**src/rtl/nbit_adder.sv**
```systemverilog
// Registered N-bit unsigned adder: an explicit ripple chain of full-adder
// cells feeding output registers, with a carry-out flag and a valid strobe.

module nbit_adder_fa (
  input  logic a,
  input  logic b,
  input  logic ci,
  output logic s,
  output logic co
);
  assign s  = a ^ b ^ ci;
  assign co = (a & b) | (a & ci) | (b & ci);
endmodule

module nbit_adder #(
  parameter int N = 32
) (
  input  logic         clk,
  input  logic         rst_n,
  input  logic         in_valid,
  input  logic [N-1:0] A,
  input  logic [N-1:0] B,
  output logic [N-1:0] out,
  output logic         carry,
  output logic         out_valid
);
  // Handshake: in_valid=1 at an edge captures A+B; out_valid is high for
  // exactly the following cycle. There is no ready: the consumer must take it.

  logic [N:0]   c;
  logic [N-1:0] s;

  assign c[0] = 1'b0;

  for (genvar i = 0; i < N; i++) begin : g_chain
    nbit_adder_fa u_fa (
      .a  (A[i]),
      .b  (B[i]),
      .ci (c[i]),
      .s  (s[i]),
      .co (c[i+1])
    );
  end

  // Result registers hold their value while idle; only the strobe drops.
  always_ff @(posedge clk) begin
    if (!rst_n) begin
      out       <= '0;
      carry     <= 1'b0;
      out_valid <= 1'b0;
    end else begin
      out_valid <= in_valid;
      if (in_valid) begin
        out   <= s;
        carry <= c[N];
      end
    end
  end

endmodule

```
**config.mk**
```make
export PLATFORM = sky130hd
export DESIGN_NAME = nbit_adder
export DESIGN_NICKNAME = d
export VERILOG_FILES = /design/src/rtl/nbit_adder.sv
export SDC_FILE = /design/constraint.sdc
export NUM_CORES = 1
export LEC_CHECK = 0
export ABC_CLOCK_PERIOD_IN_PS = 42900
export CAP_MARGIN = 20
export CELL_PAD_IN_SITES_DETAIL_PLACEMENT = 1
export CELL_PAD_IN_SITES_GLOBAL_PLACEMENT = 1
export CORE_ASPECT_RATIO = 2
export CORE_MARGIN = 1.5
export CORE_UTILIZATION = 32
export CTS_CLUSTER_DIAMETER = 100
export CTS_CLUSTER_SIZE = 10
export DETAILED_ROUTE_END_ITERATION = 12
export PLACE_DENSITY_LB_ADDON = 0.1
export REMOVE_ABC_BUFFERS = 1
export SKIP_LAST_GASP = 1
export SLEW_MARGIN = 0
export SYNTH_ARGS = -nofsm -noshare
export SYNTH_HDL_FRONTEND = slang
export SYNTH_SLANG_ARGS = --single-unit
```
**constraint.sdc**
```tcl
create_clock -name clk -period 42.9 [get_ports clk]
set_input_delay 12.87 -clock clk [delete_from_list [all_inputs] [get_ports clk]]
set_output_delay 12.87 -clock clk [all_outputs]
set_load 0.02 [all_outputs]
```
==> results.md <==
- CTS tree: done
- Most frequent cells in the layout: clkdlybuf4s50_1, dfxtp_1, mux2i_1, nor2b_1, fa_1
- Worst Setup Start Kind: input pin
- Slowest stage delay, CP: 0.42 ns
- Die Area: 6585 sq um
- Worst Reg-to-Reg Cells: 2
- Initial core utilization: 32.67%
- First-pass GRT wire length: 7.320 mm
- Minimum clock period: 25.83 ns
- Failing checks: DRC
- Post-route ant nets: 0
- Num rows: 40
- Largest net degree at the start of global routing: 37
- Nets: 343
- CP max stage cell: fa_1
- Bufs on Longest Clock Path: 2
- Starting DRT DRC Count: 29
- Vias in the first global route: 1629
- Critical path fanouts, max: 1
- TNS Setup: 0 ns
- WP data required: 43.12 ns
- Clock Skews: 0 ns
- Reg clk slew, reported paths: 0.06 ns
- Placed Cells: 299
- RSZ-0062 raised after global routing: false
- Power, Total: 0.0001095 W
- Drt wl/cell: 14.54 microns
- Post-CTS sizing: 0
- Die height: 113.3 microns
- Routed WL: 4.477 mm
- Register area share after synthesis: 34.98%
- Total grt overflow: 0
- Max Cap Viol: 0
- Total GRT Usage: 14.95%
- Clock root cell: clkbuf_16
- Count of final setup violators: 0
- Mapped Avg Cell Area: 13.61 sq um
- DIE WIDTH: 58.14 microns
- P&R area growth vs syn: 60.26%
- Post-route non-filler standard cell count: 308
- Initial antenna violation count: 0
- Core area: 5956 sq um
- Hold Fails Final Rpt: 0
- CP arrival: 26.06 ns
- CTS Buf Count: 5
- Peak supply drop: 0.02582 mV
- Most common cell after layout, fill and taps aside: clkdlybuf4s50_1
- Number of remaining DRC errors: 7
- Top Ports: 101
- Final Util: 52.35%
- Type of the most critical hold path: reg -> reg
- Ys Warns: 0
- Post-DP HPWL: 3.550 mm
- Syn Inst Count: 143
- Share of the clock period used by the worst path: 60.22%
- ANT cells: 0
- P_leak: 1.267 nW
- H-tree level count: 2
- Buffers on Ports: 100
- CP most frequent cell: fa_1
- Worst skew pair latency: 0.28 ns
- Gr busiest metal: met2
- Worst Tran Pin Value: 1.051 ns
- Mapped cell area: 1946 sq um
- Avg Vias per Cell: 4.636
- Placed Area: 2938 sq um
- Status: complete, but fails checks
- Flops & latches, synth: 34
- Max Slew Vio Count: 0
- Fmax: 0.03871 GHz
- Cts hold-fix bufs: 0
- Via count: 1428
- Hold path depth: 1
- Sinks on Clock Net: 34
- Crit Path Class: in -> reg
- Fin area: 3118 sq um
- Post-CTS setup buffers: 0
- Slew HR: 29.95%
- Synth cell types: 12
- Router iterations before antenna repair: 7
- Grt met1 use: 13.82%
- Pwr/cell area: 35.12 nW/um^2
- Met2 Usage GRT: 29.02%
- Share of layout cells above drive strength 1: 4.082%
- GPL Wtd Cong: 0.6867
- Crit. End Element: flop
- Met3 GRT Util: 3.771%
[critical path, delay by kind of cell]
family / cells / cell delay, ns
compound gates: 1 / 0.15
simple gates: 1 / 0.08
fa+ha+maj: 32 / 12.47
buf+inv: 2 / 0.48
[state kept, by name, summed over array words and instances, names as in the netlist]
name	cells
carry	1
out_valid	1
out	32
[metrics by stage]
step | setup WS [ns] | hold WS, ns
after global routing | 16.66 | 0.5028
after detailed placement | 16.67 | 0.4719
after global placement | 16.81 | 0.4647
after CTS | 16.95 | 0.4892
after floorplan | 17.78 | 0.5893
final | 17.07 | 0.4851
[cells by family after synthesis]
logic type	count (synthesis)	synth area share (%)
AND/OR/NAND/NOR	34	10.68
flip-flops	34	34.98
multiplexers	31	15.95
AO/OA/AOI/OAI	2	1.029
adder cells (fa/ha/maj)	32	32.54
buffers and inverters	10	4.823
[metal layers]
metal  vias to the layer above  routed length [microns]  part of all wire, %
met5                         -                        0                    0
met4                         0                       92                  2.1
met3                         7                      357                  8.0
met2                        65                     2591                   58
met1                       697                     1435                   32
li1                        659                        -                    -
[layout make-up]
type / count / area (sq um)
clock inverters: 3 / 40.04
flip-flops and latches: 34 / 680.7
well taps: 63 / 78.83
inverters: 3 / 11.26
fillers: 616 / 2838
multi-input cells: 99 / 1171
clock buffers: 5 / 125.1
repair buffers: 101 / 1011
[final timing paths]
path,from,to,slack (ns)
min,carry$_SDFFE_PN0P_,carry$_SDFFE_PN0P_,0.49
max reg2reg,out[19]$_SDFFE_PN0P_,out[19]$_SDFFE_PN0P_,42.27
max,A[0],out[31]$_SDFFE_PN0P_,17.07
min reg2reg,carry$_SDFFE_PN0P_,carry$_SDFFE_PN0P_,0.49
[where the power goes]
part / leakage (nW) / internal (W) / switching, W
Combinational: 0.902 / 0.0000182 / 0.0000141
Sequential: 0.281 / 0.0000351 / 0.00000164
Clock: 0.0836 / 0.0000272 / 0.0000133
Total: 1.27 / 0.0000804 / 0.0000291
[cells in the mapped netlist, drive strengths merged]
cell | n | share of area (%)
dfxtp | 34 | 35
fa | 31 | 32
mux2i | 31 | 16
nor2b | 31 | 10
buf | 4 | 3.7
clkbuf | 3 | 0.58
inv | 3 | 0.58
nand2 | 2 | 0.39
o211a | 2 | 1.0
and2 | 1 | 0.32
ha | 1 | 0.64
(Power assumes the default switching activity.)
